`config.mk`:
```
export PLATFORM = sky130hd
export DESIGN_NAME = ks_subtractor_pipe
export DESIGN_NICKNAME = d
export VERILOG_FILES = /design/src/rtl/ks_subtractor_pipe.sv
export SDC_FILE = /design/constraint.sdc
export NUM_CORES = 1
export LEC_CHECK = 0
export BUFFER_PORTS_ARGS = -buffer_cell sky130_fd_sc_hd__clkbuf_2
export CORE_ASPECT_RATIO = 1.1
export CORE_MARGIN = 2
export CORE_UTILIZATION = 64
export CTS_CLUSTER_DIAMETER = 100
export CTS_CLUSTER_SIZE = 14
export DETAILED_ROUTE_END_ITERATION = 16
export GPL_ROUTABILITY_DRIVEN = 0
export PLACE_DENSITY_LB_ADDON = 0.2
export SLEW_MARGIN = 10
export SYNTH_ARGS = -nofsm -noshare
export SYNTH_HDL_FRONTEND = slang
export SYNTH_SLANG_ARGS = --single-unit
```
`constraint.sdc`:
```
create_clock -name clk -period 3.76 [get_ports clk]
set_clock_uncertainty 0.05 [all_clocks]
set_input_delay 0.188 -clock clk [delete_from_list [all_inputs] [get_ports clk]]
set_output_delay 0.188 -clock clk [all_outputs]
set_load 0.1 [all_outputs]
```
`src/rtl/ks_subtractor_pipe.sv`:
```
// Pipelined Kogge-Stone subtractor: diff = a - b - bin, evaluated as a + ~b + ~bin.
// Stage 0 forms bitwise propagate/generate. Each of the LEVELS prefix stages then
// applies one Kogge-Stone level. A final registered stage forms diff, bout, zero and ovf.
// Every stage has its own valid bit. Ready ripples back combinationally, so bubbles
// collapse and the pipe sustains one operation per cycle under backpressure.
module ks_subtractor_pipe #(
  parameter int WIDTH = 8
) (
  input  logic             clk,
  input  logic             rst_n,
  input  logic             in_valid,
  output logic             in_ready,
  input  logic [WIDTH-1:0] a,
  input  logic [WIDTH-1:0] b,
  input  logic             bin,
  output logic             out_valid,
  input  logic             out_ready,
  output logic [WIDTH-1:0] diff,
  output logic             bout,
  output logic             zero,
  output logic             ovf
);
  localparam int LEVELS = $clog2(WIDTH);
  localparam int OUT    = LEVELS + 1;

  // Stage valid bits: 0 is the p/g stage, 1..LEVELS are prefix levels, OUT is the output stage.
  logic [OUT:0]       v;
  logic [OUT:0]       adv;
  logic               rdy_chain;

  // Group propagate/generate per stage. Raw p0, carry-in and sign bits travel alongside.
  logic [WIDTH-1:0]   p_s  [0:LEVELS];
  logic [WIDTH-1:0]   g_s  [0:LEVELS];
  logic [WIDTH-1:0]   p0_s [0:LEVELS];
  logic [LEVELS:0]    c0_s;
  logic [LEVELS:0]    am_s;
  logic [LEVELS:0]    bm_s;

  logic [WIDTH-1:0]   p_nx [1:LEVELS];
  logic [WIDTH-1:0]   g_nx [1:LEVELS];
  logic [WIDTH-1:0]   gi;
  logic [WIDTH-1:0]   diff_nx;

  // Two's-complement overflow of a - b, taken from the operand and result sign bits.
  function automatic logic signed_ovf(input logic a_msb, input logic b_msb, input logic d_msb);
    return (a_msb != b_msb) && (d_msb != a_msb);
  endfunction

  // Backward ready chain: a stage may load when it is empty or the stage after it is moving.
  always_comb begin
    rdy_chain = out_ready;
    adv       = '0;
    for (int k = OUT; k >= 0; k--) begin
      rdy_chain = !v[k] || rdy_chain;
      adv[k]    = rdy_chain;
    end
  end

  assign in_ready  = adv[0];
  assign out_valid = v[OUT];

  // Prefix level k combines span 2^(k-1).
  // The carry-in is folded into bit 0 before the level, so every completed group already includes it.
  always_comb begin
    gi = '0;
    for (int k = 1; k <= LEVELS; k++) begin
      gi       = g_s[k-1];
      gi[0]    = g_s[k-1][0] | (p_s[k-1][0] & c0_s[k-1]);
      p_nx[k]  = p_s[k-1];
      g_nx[k]  = gi;
      for (int i = (1 << (k-1)); i < WIDTH; i++) begin
        p_nx[k][i] = p_s[k-1][i] & p_s[k-1][i-(1 << (k-1))];
        g_nx[k][i] = gi[i] | (gi[i-(1 << (k-1))] & p_s[k-1][i]);
      end
    end
  end

  // Sum bits: bit i is its own propagate XOR the carry out of bit i-1 (the carry-in for bit 0).
  always_comb begin
    diff_nx    = '0;
    diff_nx[0] = p0_s[LEVELS][0] ^ c0_s[LEVELS];
    for (int i = 1; i < WIDTH; i++) begin
      diff_nx[i] = p0_s[LEVELS][i] ^ g_s[LEVELS][i-1];
    end
  end

  // Pipeline registers. Data loads only alongside a valid entry, so idle stages never pick up X.
  always_ff @(posedge clk or negedge rst_n) begin
    if (!rst_n) begin
      v    <= '0;
      c0_s <= '0;
      am_s <= '0;
      bm_s <= '0;
      for (int k = 0; k <= LEVELS; k++) begin
        p_s[k]  <= '0;
        g_s[k]  <= '0;
        p0_s[k] <= '0;
      end
      diff <= '0;
      bout <= 1'b0;
      zero <= 1'b0;
      ovf  <= 1'b0;
    end else begin
      // ---- stage 0: bitwise propagate/generate of a + ~b, carry-in = ~bin ----
      if (adv[0]) begin
        v[0] <= in_valid;
        if (in_valid) begin
          p_s[0]  <= a ^ ~b;
          g_s[0]  <= a & ~b;
          p0_s[0] <= a ^ ~b;
          c0_s[0] <= ~bin;
          am_s[0] <= a[WIDTH-1];
          bm_s[0] <= b[WIDTH-1];
        end
      end
      // ---- stages 1..LEVELS: one Kogge-Stone prefix level each ----
      for (int k = 1; k <= LEVELS; k++) begin
        if (adv[k]) begin
          v[k] <= v[k-1];
          if (v[k-1]) begin
            p_s[k]  <= p_nx[k];
            g_s[k]  <= g_nx[k];
            p0_s[k] <= p0_s[k-1];
            c0_s[k] <= c0_s[k-1];
            am_s[k] <= am_s[k-1];
            bm_s[k] <= bm_s[k-1];
          end
        end
      end
      // ---- output stage: sum, borrow out and flags, held while stalled ----
      if (adv[OUT]) begin
        v[OUT] <= v[LEVELS];
        if (v[LEVELS]) begin
          diff <= diff_nx;
          bout <= ~g_s[LEVELS][WIDTH-1];
          zero <= (diff_nx == '0);
          ovf  <= signed_ovf(am_s[LEVELS], bm_s[LEVELS], diff_nx[WIDTH-1]);
        end
      end
    end
  end

endmodule

```
==> summary.md, run 1 <==
| Metric | Value |
|---|---|
| Status | finished, final reports clean |
| Syn avg cell area | about 14 um^2 |
| Placeable Area | 6590 um^2 |
| Yosys warns | 0 |
| Drt drc | 0 |
| Worst-Margin Slew | 1.06 ns |
| Syn Inst Count | between 300 and 400 |
| Clock Latency Late Sink | 0.36 ns |
| Num CTS Buffers | 9 |
| Port Buffer Count | 33 |
| Synth unique cells | 34 |
| Clock power share | 18.6% |
| TritonCTS Sinks | roughly 100 |
| Antenna fix cells | 0 |
| Hold slack final | 0.0277 ns |
| Routed vias | 2500 |
| Detailed Route Iter0 Violations | 170 |
| Cts repair resizes | 0 |
| Die Wd | 82.8 um |
| CTS tree | done |
| Setup Buffers After CTS | 0 |
| Drt wl/cell | 16.2 um |
| CTS root buffer | clkbuf_8 |
| Final std cells w/o fill | 445 |
| Nature of the critical path startpoint | register |
| Total negative slack | 0 ns |
| Synth top area share | 58.4% |
| Nets | between 300 and 400 |
| Die Ht | ~91 um |
| Initial Util | 66.3% |
| Switching part of the total | 38.1% |
| Post-synth top area cell | dfrtp_1 |
| Clock transition at the registers of the reported paths | around 0.10 ns |
| Total wire length | approximately 7.2 mm |
| Synthesized Nets | 352 |
| Proportion of layout cells with a drive suffix above 1 | about 33% |
| Crit Path Category | reg -> reg |
| Die ar. | 7510 um^2 |
| Post-synth EDFFs | 0 |
| Overall power | between 3 and 4 mW |
| Fin crit period | about 2.2 ns |
| DP Wirelength | 5.13 mm |
| Async S/R FF share, synth | 100% |
| Pins over their slew limit | 0 |
| Fin crit share | 57.8% |
| Combinational share of power | 33.4% |
| Ys flop type | dfrtp_1 |
| Total gr overflow | 0 |
| Seq/Total Area, Yosys | approximately three fifths |
| Synth cell count leaders | 102 x dfrtp_1, 46 x mux2_2, 32 x a21oi_1 |
| Main area contributors after synthesis | dfrtp_1 58%, mux2_2 12%, mux2_4 5.5%, a21oi_1 3.7%, mux2i_1 3.7% |
| Max Cap Viol | 0 |
| H-tree level count | 3 |
| ANT nets after route | 0 |
| Rel. slew slack | between 20 and 30% |
| Req. time, crit path | 3.96 ns |
| RSZ-0062 raised after global routing | no |
| Pleak | 2.26 nW |
| CTS Hold Bufs | 2 |
| VDD IR max | approximately 0.00062 V |
| Ports | 34 |
| First-pass GRT wire length | 12.3 mm |
| Clock tree buffer depth | 2 |
| Internal | between 2 and 2.5 mW |
| Count of filler cells inserted in the layout | 472 |
| Largest net degree at the start of global routing | 79 |
| Critical Path AT | between 2 and 2.5 ns |
| Area delta synth->final | 9.16% |
| Flop and latch count out of synthesis | 102 |
| Worst min path class | in -> reg |
| Mapped Area | about 4400 um^2 |
| Cell Pwr Density | 770 nW/um^2 |
| Vias in the first global route | 2551 |
| Initial antenna violation count | 0 |
| Core Util, Final | roughly 72% |
| Seq pwr share | between 40% and 50% |
| Gr usage total | roughly a fifth |
| Number of vias per cell | 5.62 |
| Initial DRT Pass Iterations | 4 |
| Final setup fails | 0 |
| Endpoints failing hold | 0 |
| CP Capture Type | register |
| Cell Rows | 31 |
| Psw | 1.40 mW |
| Most common cell in the netlist | dfrtp_1 |
| Worst-path maximum fanout | 25 |
| Dpl cells | 428 |
| Max Clock Freq | between 400 and 500 MHz |
==> stage by stage <==
stage,setup slack (ns),instance area (um^2)
finish,1.59,4770
global route,1.48,4770
CTS,1.58,4770
detailed placement,1.59,4560
global placement,1.63,4560
floorplan,1.14,4370
==> layout make-up <==
| type | instances | area, um^2 | share of cell area (%) |
|---|---|---|---|
| flip-flops and latches | 102 | 2550 | 53.5 |
| multi-input cells | 182 | 1620 | 34.0 |
| repair buffers | 36 | 195 | 4.09 |
| clock buffers | 10 | 138 | 2.88 |
| inverters | 28 | 105 | 2.20 |
| well taps | 82 | 103 | 2.15 |
| clock inverters | 5 | 58.8 | 1.23 |
==> metal layers <==
metal	share of wire, %	vias up	global-route usage (%)
met5	0	-	0
met4	2.8	0	10.9
met3	3.0	15	3.75
met2	49	49	33.7
met1	45	1243	27.6
li1	-	1193	-
==> power groups by stage <==
stage | clock network (mW) | registers, mW | logic (mW)
after CTS | 0.697 | 1.77 | 1.24
final | 0.684 | 1.76 | 1.23
after detailed placement | 0 | 1.79 | 1.24
after global routing | 0.741 | 1.82 | 1.32
after global placement | 0 | 1.77 | 1.20
after floorplan | 0 | 2.08 | 0.663
==> logic make-up (layout without fill, tap and decap cells) <==
kind of cell | Yosys count | in the layout | synth area share [%]
AOI/OAI and AO/OA | 59 | 59 | 7.81
xor gates and xnor gates | 8 | 8 | 1.60
adders and majority gates | 8 | 8 | 2.29
buffers and inverters | 39 | 79 | 4.55
DFF | 102 | 102 | 58.4
muxes | 78 | 78 | 21.0
and+or+nand+nor | 29 | 29 | 4.38
==> layout by cell type (no fill, tap or decap), types with 8 or more instances in the layout <==
master	n
dfrtp_1	102
mux2_2	46
a21oi_1	32
clkbuf_2	32
inv_1	28
mux2_4	16
mux2i_1	16
o21ai_0	16
clkbuf_8	10
nand2_1	9
ha_1	8
==> flip-flops by register name, summed over array words and instances (netlist names) <==
| signal | cells |
|---|---|
| c0_s | 4 |
| p_s | 10 |
| diff | 8 |
| ovf | 1 |
| g_s | 28 |
| bm_s | 4 |
| bout | 1 |
| p_nx | 2 |
| zero | 1 |
| am_s | 4 |
| p0_s | 30 |
| g_nx | 4 |
| v | 5 |
==> worst paths after layout <==
check                                        start              endpoint  slack (ns)  depth (start not counted)
worst min register to register  g_s[7]$_DFFE_PN0P_      bout$_DFFE_PN0P_        0.45                          1
worst max-delay path              v[2]$_DFFE_PN0P_  p0_s[23]$_DFFE_PN0P_        1.59                          3
max in group asynchronous                    rst_n   g_s[30]$_DFFE_PN0P_        2.30                          3
worst min-delay path                          b[7]   bm_s[0]$_DFFE_PN0P_        0.03                          2
worst max register to register    v[2]$_DFFE_PN0P_  p0_s[23]$_DFFE_PN0P_        1.59                          3
min in group asynchronous                    rst_n      bout$_DFFE_PN0P_        0.47                          2
==> worst max-delay path, cell delays in order, from the launching register on <==
cell and delay (ns):
dfrtp_1 0.51, and4b_4 0.28, a21boi_4 0.81, mux2_2 0.42
No activity file was read; power rests on OpenSTA's default activity.
==> run 2: changes to the inputs <==
ABC_AREA = 1   (was default)
CORE_UTILIZATION = 59   (was 64)
clock period = 2.1 ns   (was 3.76 ns; I/O delays follow)
==> run 2 against run 1 <==
Effect of this change:
- clock-buffer cell count fell by 1
- area after synthesis shrank 3.5%
- combinational power rose by 85%
- non-clock buffer count increased by 9
- die area grew 4.5%
- utilization decreased by 3.9 points
- largest cell class unchanged
==> summary.md, run 2 <==
| Metric | Value |
|---|---|
| Status | finished, final reports clean |
| Die Wd | 84.7 um (+2.2%) |
| Total negative slack | 0 ns (unchanged) |
| TritonCTS Sinks | 102 (unchanged) |
| RSZ-0062 raised after global routing | no |
| Async S/R FF share, synth | 100% (unchanged) |
| Vias in the first global route | 3013 (+18%) |
| Ys flop type | dfrtp_1 |
| Worst min path class | in -> reg |
| Rel. slew slack | 59.8% (+30 points) |
| Pleak | 2.48 nW (+9.7%) |
| Synthesized Nets | 505 (+43%) |
| Port Buffer Count | 33 (unchanged) |
| Pins over their slew limit | 0 (unchanged) |
| Num CTS Buffers | 9 (unchanged) |
| Total wire length | 7.43 mm (+2.8%) |
| Req. time, crit path | 1.95 ns (-2.01 ns) |
| Worst r2r dst | g_s[20]$_DFFE_PN0P_ |
| Nature of the critical path startpoint | register |
| Post-synth EDFFs | 0 (unchanged) |
| CTS root buffer | clkbuf_8 |
| Reg with most FFs | p0_s |
| Internal | 3.96 mW (+74%) |
| Setup Buffers After CTS | 0 (unchanged) |
| RR Startpoint | v[3]$_DFFE_PN0P_ |
| Routed vias | 3054 (+22%) |
| Core Util, Final | 68.5% (-3.9 points) |
| Most frequent cells in the layout | 175 x nand2_1, 101 x dfrtp_1, 58 x o21ai_0 |
| Final worst slack | 0.252 ns (-1.34 ns) |
| Initial DRT Pass Iterations | 4 (unchanged) |
| CTS tree | done |
| Regs by FF count | p0_s: 30 flops, g_s: 28 flops, p_s: 10 flops |
| Area delta synth->final | 13.0% |
| R2R cell count | 5 (+2) |
| Synth top area share | 60.5% (+2.1 points) |
| Initial Util | 60.6% (-5.7 points) |
| Detailed Route Iter0 Violations | 138 (-19%) |
| Drt wl/cell | 12.4 um (-24%) |
| Largest net degree at the start of global routing | 45 (-43%) |
| Dpl cells | 581 (+36%) |
| CP Capture Type | output port |
| Yosys warns | 0 (unchanged) |
| Most common cell after layout, fill and taps aside | nand2_1 |
| Final setup fails | 0 (unchanged) |
| VDD IR max | 0.00114 V (+84%) |
| Flop and latch count out of synthesis | 102 (unchanged) |
| Initial antenna violation count | 0 (unchanged) |
| Worst-path maximum fanout | 11 (-56%) |
| First-pass GRT wire length | 13.2 mm (+6.9%) |
| Seq/Total Area, Yosys | 60.5% (+2.1 points) |
| Mapped Area | 4220 um^2 (-3.5%) |
| Die ar. | 7850 um^2 (+4.5%) |
| Clock Latency Late Sink | 0.36 ns (about the same) |
| Max Clock Freq | 541 MHz |
| Clock tree buffer depth | 2 (unchanged) |
| Switching part of the total | 41.1% (+3.0 points) |
| ANT nets after route | 0 (unchanged) |
| Worst-Margin Slew | 0.600 ns (-0.456 ns) |
| Fin crit period | 1.85 ns |
| Fin crit share | approximately nine tenths |
| Drt drc | 0 (unchanged) |
| DP Wirelength | 5.25 mm (+2.3%) |
| Endpoints failing hold | 0 (unchanged) |
| Cell Pwr Density | 1410 nW/um^2 (+83%) |
| Combinational share of power | 33.8% (+0.4 points) |
| Most common cell in the netlist | nand2_1 |
| Clock power share | 21.7% (+3.1 points) |
| Die Ht | 92.7 um (+2.2%) |
| Number of vias per cell | 5.08 (-9.5%) |
| Largest register FFs | 30 (unchanged) |
| Critical Path AT | 1.69 ns (-0.68 ns) |
| Synth unique cells | 19 (-44%) |
| Crit Path Category | reg -> out |
| Total gr overflow | 0 (unchanged) |
| Post-Place Setup Slack | 0.205 ns (-1.39 ns) |
| Nets | 541 (+39%) |
| Cell Rows | 32 (+3.2%) |
| Syn Inst Count | 476 (+47%) |
| Main area contributors after synthesis | dfrtp_1 60%, nand2_1 16%, o21ai_0 6.9%, nand3_1 4.1%, inv_1 3.6% |
| Overall power | 6.73 mW (+83%) |
| Post-synth top area cell | dfrtp_1 |
| Placeable Area | 6970 um^2 (+5.7%) |
| Psw | 2.76 mW (+98%) |
| Final std cells w/o fill | 601 (+35%) |
| Max Cap Viol | 0 (unchanged) |
| Clock transition at the registers of the reported paths | 0.10 ns (about the same) |
| H-tree level count | 3 (unchanged) |
| Setup slack, reg-to-reg | 0.26 ns (-1.33 ns) |
| Proportion of layout cells with a drive suffix above 1 | 12.0% (-20 points) |
| Fin area | 4770 um^2 (about the same) |
| Seq pwr share | 44.4% (-3.5 points) |
| Hold slack final | 0.0509 ns (+0.0232 ns) |
| Synth cell count leaders | 176 x nand2_1, 102 x dfrtp_1, 58 x o21ai_0 |
| Ports | 34 (unchanged) |
| CP startpoint | v[3]$_DFFE_PN0P_ |
| Worst setup path endpoint | in_ready |
| Antenna fix cells | 0 (unchanged) |
| Syn avg cell area | 8.87 um^2 (-34%) |
| Dpl cell area | 4470 um^2 (-1.9%) |
| Gr usage total | 20.9% (-0.11 points) |
==> run 2: cell count changes in the layout (fill, tap and decap cells not counted), sizes merged, moves of 4 or more <==
cell   delta
nand3    +34
nor2      +9
a21o      -4
xnor2     -4
nand2   +167
buf       +6
a21oi    -14
mux2     -62
inv      +15
o21ai    +43
mux2i    -16
==> run 2: layer usage <==
metal | vias up | global-route usage [%] | wire [um]
met5 | - | 0 | 0
met4 | 0 | 10.3 | 165
met3 | 12 | 3.12 | 244
met2 | 59 | 35.4 | 3540
met1 | 1384 | 26.4 | 3480
li1 | 1599 | - | -
==> run 2: final cells by class <==
cell class / count / area, um^2
sequential: 102 / 2550
timing repair buffer: 45 / 298
multi-input combinational: 313 / 1420
inverter: 41 / 154
tap: 85 / 106
clock buffer: 9 / 124
fill: 543 / 2200
clock inverter: 6 / 116
==> run 2: worst min-delay path by stage <==
stage	from	endpoint	slack [ns]	depth (start not counted)
5_1_grt	out_ready	v[2]$_DFFE_PN0P_	0.07	4
3_5_place_dp	rst_n	diff[7]$_DFFE_PN0P_	0.06	1
2_1_floorplan	rst_n	am_s[0]$_DFFE_PN0P_	-0.24	0
4_1_cts	a[5]	p0_s[29]$_DFFE_PN0P_	0.04	4
6_report	a[5]	p0_s[29]$_DFFE_PN0P_	0.05	4
3_3_place_gp	rst_n	diff[7]$_DFFE_PN0P_	0.06	1
==> run 2: worst max-delay path, stage by stage, from the launching register on <==
cell      delay (ns)
dfrtp_1         0.40
nand3_1         0.15
nor2_2          0.20
nand3_2         0.23
clkbuf_4        0.36
==> run 2: repair_timing <==
action / 4_1_cts / 5_1_grt
resized for setup: 0 / 4
hold buffers: 5 / 0
endpoints found under the setup margin: 0 / 20
hold endpoints to repair: 41 / 0
==> run 2: kinds of logic (layout without fill, tap and decap cells) <==
kind of cell	after synthesis	in the layout	share of synthesized area (%)
fa+ha+maj	8	8	2.37
xor+xnor	2	2	0.415
flops	102	102	60.5
simple gates	224	224	21.3
buf+inv	61	101	6.11
compound gates	79	79	9.40
==> run 2: power by group through the flow <==
stage	combinational [mW]	clock [mW]	sequential [mW]
final	2.28	1.46	2.99
after global routing	2.55	1.55	3.07
after CTS	2.30	1.48	2.99
after detailed placement	2.28	0	3.02
after global placement	2.23	0	3.00
after floorplan	1.09	0	3.68
==> run 3: changes to the inputs <==
CORE_MARGIN = default   (was 2)
clock period = 1.8 ns   (was 2.1 ns; I/O delays follow)
==> run 3 against run 2 <==
Effect of this change:
- sequential power grew 17%
- utilization grew 3.5 points
- first-iteration DRC count shrank 6.5%
- clock-buffer cell count grew 1
- total power grew 19%
- flip-flop and latch count is the same
- design area grew 1.8%
- sequential share of layout area shrank 0.85 points
- via count grew 1.5%
- largest power group unchanged
- combinational power grew 18%
- non-clock buffer count grew 3
- final cell count grew 0.17%
- highest routed layer unchanged
==> summary.md, run 3 (synthesis results as in run 2) <==
| Metric | Value |
|---|---|
| Final std cells w/o fill | 602 (+0.17%) |
| Worst-path maximum fanout | 21 (+10) |
| Reg with most FFs | p0_s |
| CP bufs+invs | 5 (+4) |
| Most frequent cells in the layout | 176 x nand2_1, 100 x dfrtp_1, 58 x o21ai_0 |
| Antenna fix cells | 0 (unchanged) |
| Worst setup path endpoint | in_ready |
| CTS tree | done |
| Largest net degree at the start of global routing | 43 (-4.4%) |
| Met1 wire length | 3.43 mm (-1.4%) |
| Final setup fails | 0 (unchanged) |
| Max Clock Freq | 593 MHz |
| Placeable Area | 6750 um^2 (-3.1%) |
| Clock tree buffer depth | 2 (unchanged) |
| Die Wd | 82.7 um (-2.4%) |
| Num CTS Buffers | 9 (unchanged) |
| CP delay by family, top | buffers and inverters |
| TritonCTS Sinks | 102 (unchanged) |
| Crit Path Category | in -> out |
| Dpl cells | 581 (unchanged) |
| VDD IR max | 0.00159 V (+39%) |
| Ports | 34 (unchanged) |
| Pleak | 2.52 nW (+1.6%) |
| R2R cell count | 7 (+2) |
| ANT nets after route | 0 (unchanged) |
| Total negative slack | 0 ns (unchanged) |
| Met2 WL post-DR | 3.62 mm (+2.3%) |
| CP max-delay cell | dlygate4sd3_1 |
| Gr usage total | 22.7% (+1.8 points) |
| CP Capture Type | output port |
| Worst-Margin Slew | 0.547 ns (-0.0538 ns) |
| Vias in the first global route | 2961 (-1.7%) |
| First-pass GRT wire length | 13.0 mm (-1.6%) |
| Max Cap Viol | 0 (unchanged) |
| Die Ht | 90.7 um (-2.2%) |
| Initial Util | 62.6% (+2.0 points) |
| Internal | 4.79 mW (+21%) |
| Dpl cell area | 4520 um^2 (+1.1%) |
| Req. time, crit path | 1.66 ns (-0.29 ns) |
| Nets | 544 (+0.55%) |
| H-tree level count | 3 (unchanged) |
| RSZ-0062 raised after global routing | no |
| Die ar. | 7500 um^2 (-4.5%) |
| Cell Rows | 31 (-3.1%) |
| Clock Latency Late Sink | 0.36 ns (about the same) |
| Worst r2r dst | g_s[18]$_DFFE_PN0P_ |
| Overall power | 7.99 mW (+19%) |
| Area delta synth->final | 15.0% |
| DP Wirelength | 5.23 mm (-0.44%) |
| Cell Pwr Density | 1650 nW/um^2 (+17%) |
| Number of vias per cell | 5.15 (+1.3%) |
| Status | finished, final reports clean |
| Switching part of the total | 40.0% (-1.1 points) |
| Drt wl/cell | 12.3 um (-0.60%) |
| Clock transition at the registers of the reported paths | 0.09 ns (about the same) |
| Endpoints failing hold | 0 (unchanged) |
| Detailed Route Iter0 Violations | 129 (-6.5%) |
| Initial antenna violation count | 0 (unchanged) |
| Critical Path AT | 1.55 ns (-0.14 ns) |
| Port Buffer Count | 33 (unchanged) |
| Setup Buffers After CTS | 0 (unchanged) |
| Clock power share | 22.6% (+0.9 points) |
| Drt drc | 0 (unchanged) |
| Combinational share of power | 33.6% (-0.2 points) |
| Psw | 3.19 mW (+16%) |
| Seq pwr share | 43.9% (-0.5 points) |
| Regs by FF count | p0_s: 30 flops, g_s: 28 flops, p_s: 10 flops |
| Crit-path cells | dlygate4sd3_1 -> clkbuf_2 -> inv_1 -> nand3_2 -> nor2_4 -> nand3_2 -> buf_8 -> buf_12 |
| Largest register FFs | 30 (unchanged) |
| Total gr overflow | 0 (unchanged) |
| Most used cell, CP | nand3_2 |
| Rel. slew slack | 63.7% (+3.9 points) |
| CP peak stage delay | 0.53 ns (+0.13 ns) |
| Initial DRT Pass Iterations | 4 (unchanged) |
| Hold slack final | 0.0385 ns (-0.0124 ns) |
| Nature of the critical path startpoint | input pin |
| CP startpoint | out_ready |
| Critical Path Stages | 8 (+4) |
| Highest Signal Layer | met4 |
| Most common cell after layout, fill and taps aside | nand2_1 |
| Total wire length | 7.39 mm (-0.43%) |
| Pins over their slew limit | 0 (unchanged) |
| Met3 wire length | 224 um (-8.2%) |
| Worst min path class | in -> reg |
| Proportion of layout cells with a drive suffix above 1 | 12.7% (+0.68 points) |
| Setup slack, reg-to-reg | 0.34 ns (+0.08 ns) |
| RR Startpoint | v[4]$_DFFE_PN0P_ |
| Fin crit share | 93.7% |
| Fin crit period | about 1.7 ns |
| Routed vias | 3100 (+1.5%) |
| CTS root buffer | clkbuf_8 |
| Fin area | 4850 um^2 (+1.8%) |
run 3: metal layers:
metal,vias to the layer above,GRT usage [%]
li1,1591,-
met5,-,0
met4,0,9.91
met3,9,3.54
met2,60,37.2
met1,1440,29.3
run 3: final cells by class:
class	count	area (um^2)
Clock buffer	10	128
Clock inverter	6	134
Fill cell	513	1890
Inverter	41	154
Multi-Input combinational cell	313	1430
Sequential cell	102	2560
Tap cell	82	103
Timing Repair Buffer	48	353
run 3: timing repair:
action                     4_1_cts  5_1_grt
hold buffers                     5        0
hold endpoints to repair        44        0
resized for setup                1        5
pin swaps                        0        0
setup endpoints to repair        1        1
cloned                           0        0
run 3: how the worst min path moves through the flow:
stage,cells past startpoint,to,start,slack [ns]
CTS,4,p0_s[27]$_DFFE_PN0P_,a[3],0.03
floorplan,0,am_s[0]$_DFFE_PN0P_,rst_n,-0.26
detailed placement,1,v[3]$_DFFE_PN0P_,rst_n,0.06
global placement,1,bm_s[3]$_DFFE_PN0P_,rst_n,0.06
global route,4,p0_s[27]$_DFFE_PN0P_,a[3],0.06
finish,4,p0_s[27]$_DFFE_PN0P_,a[3],0.04
run 3: tightest hold or removal path, cell delays in order:
cell	delay, ns
clkbuf_2	0.08
ha_1	0.12
nand3_1	0.07
nand2_1	0.06
run 3: power by group through the flow:
stage / combinational (mW) / clock (mW) / sequential [mW]
global placement: 2.59 / 0 / 3.52
global route: 3.00 / 1.92 / 3.62
detailed placement: 2.67 / 0 / 3.54
finish: 2.68 / 1.80 / 3.50
floorplan: 1.27 / 0 / 4.30
CTS: 2.70 / 1.84 / 3.50
run 3: through the flow:
stage	setup WS, ns	utilization [%]
3_5_place_dp	0.365	67.0
5_1_grt	0.0136	71.9
3_3_place_gp	0.417	67.0
4_1_cts	0.0163	71.6
6_report	0.113	71.9
2_1_floorplan	0.0258	-
